==> config.mk <==
export PLATFORM = sky130hd
export DESIGN_NAME = servo_slew_sequencer
export DESIGN_NICKNAME = d
export VERILOG_FILES = /design/src/rtl/servo_pkg.sv /design/src/rtl/servo_step_timer.sv /design/src/rtl/servo_slew_sequencer.sv
export SDC_FILE = /design/constraint.sdc
export NUM_CORES = 1
export LEC_CHECK = 0
export ABC_CLOCK_PERIOD_IN_PS = 3700
export CAP_MARGIN = 15
export CORE_UTILIZATION = 30
export DETAILED_ROUTE_END_ITERATION = 6
export PLACE_DENSITY = 0.44
export SYNTH_ARGS = -nofsm -noshare
export SYNTH_HDL_FRONTEND = slang
export SYNTH_SLANG_ARGS = --single-unit
==> constraint.sdc <==
create_clock -name clk -period 3.7 [get_ports clk]
set_clock_uncertainty 0.15 [all_clocks]
set_input_delay 0.555 -clock clk [delete_from_list [all_inputs] [get_ports clk]]
set_output_delay 0.555 -clock clk [all_outputs]
set_load 0.02 [all_outputs]
==> src/rtl/servo_pkg.sv <==
// Shared types and helpers for the servo slew sequencer.
// Channel state encoding, duty limits and counter sizing.
package servo_pkg;

  typedef enum logic [1:0] {
    ST_HOLD  = 2'd0,
    ST_UP    = 2'd1,
    ST_DOWN  = 2'd2,
    ST_SWEEP = 2'd3
  } ch_state_e;

  localparam int DUTY_MIN_DEF = 32;
  localparam int DUTY_MAX_DEF = 64;

  // Bits needed to count 0 .. v-1.
  function automatic int clog2(
    input longint unsigned v
  );
    int r;
    longint unsigned x;
    r = 0;
    x = v - 64'd1;
    while (x > 64'd0) begin
      r = r + 1;
      x = x >> 1;
    end
    return r;
  endfunction

endpackage

==> src/rtl/servo_step_timer.sv <==
// Free-running step timer: one-cycle tick every STEP_CYCLES clocks.
// Counter restarts from zero on synchronous reset.
module servo_step_timer
  import servo_pkg::*;
#(
  parameter longint unsigned STEP_CYCLES = 20
) (
  input  logic clk,
  input  logic rst,
  output logic step_tick
);

  localparam int CW = clog2(STEP_CYCLES);
  localparam logic [CW-1:0] LAST =
    CW'(STEP_CYCLES - 64'd1);

  if (STEP_CYCLES < 2) begin : g_bad_cycles
    $error("servo_step_timer: STEP_CYCLES < 2");
  end

  logic [CW-1:0] cnt_q;
  logic [CW-1:0] cnt_d;

  assign step_tick = (cnt_q == LAST);
  assign cnt_d = step_tick ? '0
                           : cnt_q + CW'(1);

  always_ff @(posedge clk) begin
    if (rst) begin
      cnt_q <= '0;
    end else begin
      cnt_q <= cnt_d;
    end
  end

endmodule

==> src/rtl/servo_slew_sequencer.sv <==
// Multi-channel servo duty scheduler with slew-limited ramps
// and sawtooth sweep; sole owner of the per-channel duty words.
module servo_slew_sequencer
  import servo_pkg::*;
#(
  parameter int CLK_FREQ_HZ   = 12000000,
  parameter int PWM_PERIOD_US = 20000,
  parameter int STEP_PERIODS  = 10,
  parameter int NUM_CH        = 4,
  parameter int DUTY_MIN      = DUTY_MIN_DEF,
  parameter int DUTY_MAX      = DUTY_MAX_DEF
) (
  input  logic                  clk,
  input  logic                  rst,
  input  logic                  cmd_valid,
  output logic                  cmd_ready,
  input  logic [2:0]            cmd_ch,
  input  logic                  cmd_sweep,
  input  logic [7:0]            cmd_duty,
  output logic [8*NUM_CH-1:0]   duty_out,
  output logic [NUM_CH-1:0]     busy,
  output logic [NUM_CH-1:0]     done
);

  // 64-bit product: the default clock/period overflow 32 bits.
  localparam longint unsigned STEP_CYCLES =
    64'(STEP_PERIODS) * 64'(PWM_PERIOD_US)
    * 64'(CLK_FREQ_HZ) / 64'd1000000;

  localparam logic [7:0] DMIN = 8'(DUTY_MIN);
  localparam logic [7:0] DMAX = 8'(DUTY_MAX);

  if (NUM_CH < 1 || NUM_CH > 8) begin : g_bad_ch
    $error("servo_slew_sequencer: NUM_CH out of 1..8");
  end

  if (DUTY_MIN > DUTY_MAX) begin : g_bad_lim
    $error("servo_slew_sequencer: DUTY_MIN > DUTY_MAX");
  end

  logic step_tick;

  servo_step_timer #(
    .STEP_CYCLES(STEP_CYCLES)
  ) u_timer (
    .clk      (clk),
    .rst      (rst),
    .step_tick(step_tick)
  );

  logic ready_q;
  logic accept;
  logic [7:0] tgt_d;

  always_ff @(posedge clk) begin
    if (rst) begin
      ready_q <= 1'b0;
    end else begin
      ready_q <= 1'b1;
    end
  end

  assign cmd_ready = ready_q;
  assign accept    = cmd_valid & ready_q;

  always_comb begin
    tgt_d = cmd_duty;
    if (cmd_duty < DMIN) begin
      tgt_d = DMIN;
    end else if (cmd_duty > DMAX) begin
      tgt_d = DMAX;
    end
  end

  for (genvar i = 0; i < NUM_CH; i++) begin : g_ch
    logic       sel;
    ch_state_e  st_q;
    logic [7:0] duty_q;
    logic [7:0] tgt_q;
    logic       busy_q;
    logic       done_q;
    logic [7:0] dup;
    logic [7:0] ddn;

    assign sel = accept && (cmd_ch == 3'(i));
    assign dup = duty_q + 8'd1;
    assign ddn = duty_q - 8'd1;

    // A command on this channel pre-empts the step tick.
    always_ff @(posedge clk) begin
      if (rst) begin
        st_q   <= ST_HOLD;
        duty_q <= DMIN;
        tgt_q  <= DMIN;
        busy_q <= 1'b0;
        done_q <= 1'b0;
      end else begin
        done_q <= 1'b0;
        if (sel) begin
          tgt_q <= tgt_d;
          if (cmd_sweep) begin
            st_q   <= ST_SWEEP;
            busy_q <= 1'b1;
          end else if (tgt_d > duty_q) begin
            st_q   <= ST_UP;
            busy_q <= 1'b1;
          end else if (tgt_d < duty_q) begin
            st_q   <= ST_DOWN;
            busy_q <= 1'b1;
          end else begin
            st_q   <= ST_HOLD;
            busy_q <= 1'b0;
            done_q <= 1'b1;
          end
        end else if (step_tick) begin
          unique case (st_q)
            ST_UP: begin
              duty_q <= dup;
              if (dup == tgt_q) begin
                st_q   <= ST_HOLD;
                busy_q <= 1'b0;
                done_q <= 1'b1;
              end
            end
            ST_DOWN: begin
              duty_q <= ddn;
              if (ddn == tgt_q) begin
                st_q   <= ST_HOLD;
                busy_q <= 1'b0;
                done_q <= 1'b1;
              end
            end
            ST_SWEEP: begin
              duty_q <= (duty_q >= DMAX) ? DMIN : dup;
            end
            default: begin
            end
          endcase
        end
      end
    end

    assign duty_out[8*i +: 8] = duty_q;
    assign busy[i] = busy_q;
    assign done[i] = done_q;
  end

endmodule

==> impl_metrics.ini <==
[final_layout]
diodes = 0
postLayoutCellArea_um2 = 8990
final_cell_mix = dfxtp_1, nor2_1, nand2_1
nets = 1129
layout-drive-gt1-share_pct = 5.82
areaGrowthSynthToFinish_pct = 15.4
final_common_cell = dfxtp_1

[clock_network]
cts-htree-levels = 3
ctsHoldBuffers = 0
clk_latency_ps = 360
root_buffer = clkbuf_16
clock_sink_count = 103
numCtsBuffers = 9
clockBufferDepth = 2
cts_resized = 0
cts_tree = yes
cts.clk_slew.worst_paths_ps = 70
post-cts-setup-buffers = 0

[routing]
drc = 0
ant_nets = 0
drt_iter0_drc = 416
drt_pre_antenna_iters = 5
num_vias = 7388
routed_wirelength_um = 24100
wire_per_inst_um = 17.3
via_per_inst = 5.30

[sta]
rsz0062_at_grt = false
setup_violations = 0
fin_crit_ps = 3170
fin_crit_sh_pct = 85.5
drv_slew = 0
tns_ps = 0
max_slew_margin_pct = 43.9
tightestPinTransition_ps = 842
fmax_mhz = 316
hold_viol = 0

[placed_design]
gp_congestion = 0.818
place_hpwl_um = 17800
placement.io_buffers = 55
placed_cell_area_um2 = 8670

[grt]
grt_max_degree = 65
grt.total_usage_pct = 18.6
antenna_found_initial = 0
grt_pass1_wl_um = 38900
grt_pass1_vias = 7100
grt_overflow = 0

[worst_setup_path]
crit_fanout = 10
end_kind = flop
worstPathRequired_ps = 3810
worstReg2RegStart = g_ch[2].duty_q[1]
rr_worst_depth = 9
crit_type = input pin to flop
worstPathArrival_ps = 3270
r2r-end = g_ch[2].busy_q
r2r_slack_ps = 700
critPathLaunchType = input pin

[logic_synthesis]
ys_types = 77
postSynthAreaPerCell_um2 = 7.53
synth-seq-cells = 103
synth_largest_area_cell = dfxtp_1
synth-main-ff-cell = dfxtp_1
synth_top_area_share_pct = 26.5
syn_area_um2 = 7790
synth_area_leaders = dfxtp_1, ha_1, a21oi_1, xor2_1, nor2_1
netlist_instances = 1035
synth-edff-count = 0
ys_warn_count = 0
async_reset_ff_share_pct = 0
yosysSeqAreaShare_pct = 26.5

[die]
core_um2 = 25300
die_h_um = 163
die_x_um = 163
pin_count = 56
die_area_um2 = 26600
initial_core_util_pct = 30.8
core.rowCount = 58

[run]
maxCapViolCount = 0

[pwr]
cellLeakagePower_nw = 3.38
cellPowerDensity_nw_per_um2 = 265
ir_worst_vdd_mv = 0.161

[worst_hold_path]
min_path_cells = 1
whs_endpoint = u_timer.cnt_q[0]
hold_class = flop to flop
min_from = u_timer.cnt_q[0]

[outcome]
status = finished, final reports clean
[cells by family after synthesis]
logic type	after synthesis	share of synthesized area (%)
compound gates	275	23.0
flops	103	26.5
other cells	1	0.0481
buf+inv	127	6.92
xor+xnor	77	8.65
mux	9	1.17
fa+ha+maj	54	8.64
simple gates	389	25.1
[worst max-delay path by stage]
stage | start | cells after the start | slack [ps] | end
global placement | cmd_duty[7] | 12 | 310 | g_ch[0].st_q[0]
finish | cmd_duty[7] | 12 | 530 | g_ch[0].st_q[0]
global route | cmd_duty[7] | 12 | 370 | g_ch[2].done_q
detailed placement | cmd_duty[7] | 12 | 240 | g_ch[0].st_q[0]
floorplan | cmd_duty[7] | 12 | 610 | g_ch[2].done_q
CTS | cmd_duty[7] | 12 | 580 | g_ch[0].st_q[0]
[final cells by class]
| class | instances | area (um^2) |
|---|---|---|
| flip-flops and latches | 103 | 2060 |
| multi-input cells | 808 | 5230 |
| inverters | 55 | 206 |
| well taps | 330 | 413 |
| clock buffers | 10 | 239 |
| fillers | 2707 | 16300 |
| repair buffers | 84 | 763 |
| clock inverters | 5 | 81.3 |
[layer usage]
metal / track usage [%] / up-vias / part of all wire [%]
li1: - / 3771 / -
met1: 25.1 / 3467 / 49
met2: 30.8 / 130 / 47
met3: 2.41 / 20 / 2.9
met4: 4.89 / 0 / 1.3
met5: 0 / - / 0
[flip-flops by register name, summed over array words and instances, names as in the netlist]
register,flops
g_ch.done_q,4
g_ch.busy_q,4
g_ch.st_q,8
g_ch.tgt_q,32
cmd_ready,1
u_timer.cnt_q,22
g_ch.duty_q,32
[synth_stat cells, drive strengths merged (17+ instances only)]
| cell | instances |
|---|---|
| dfxtp | 103 |
| nor2 | 93 |
| nand2 | 92 |
| a21oi | 88 |
| o21ai | 58 |
| inv | 54 |
| ha | 53 |
| clkbuf | 50 |
| xor2 | 40 |
| xnor2 | 37 |
| nand3 | 36 |
| nor3 | 35 |
| and3 | 26 |
| buf | 22 |
| or3 | 17 |
[metrics by stage]
stage / total power (W) / setup slack, ps / cells / hold slack (ps) / utilization, %
3_3_place_gp: 0.00132 / 305 / 1380 / 296 / 34.3
2_1_floorplan: 0.00125 / 615 / 1038 / 276 / -
3_5_place_dp: 0.00132 / 239 / 1380 / 304 / 34.3
5_1_grt: 0.00248 / 371 / 1395 / 327 / 35.5
6_report: 0.00238 / 535 / 1395 / 312 / 35.5
4_1_cts: 0.00242 / 576 / 1395 / 317 / 35.5
[power breakdown]
| group | switching (W) | internal [W] | total (W) |
|---|---|---|---|
| Sequential | 0.0000105 | 0.00112 | 0.00113 |
| Combinational | 0.000102 | 0.0000671 | 0.000169 |
| Clock | 0.000473 | 0.000611 | 0.00108 |
[critical path, stage by stage]
cell and delay, ps:
clkdlybuf4s50_1 420, nor2_1 130, buf_4 190, and3_1 420, ha_1 320, nor2b_1 150
o21ai_0 150, o21ai_0 110, a21oi_1 230, nor2_1 80, o311a_1 320, a21o_2 180
No activity file was read; power rests on OpenSTA's default activity.
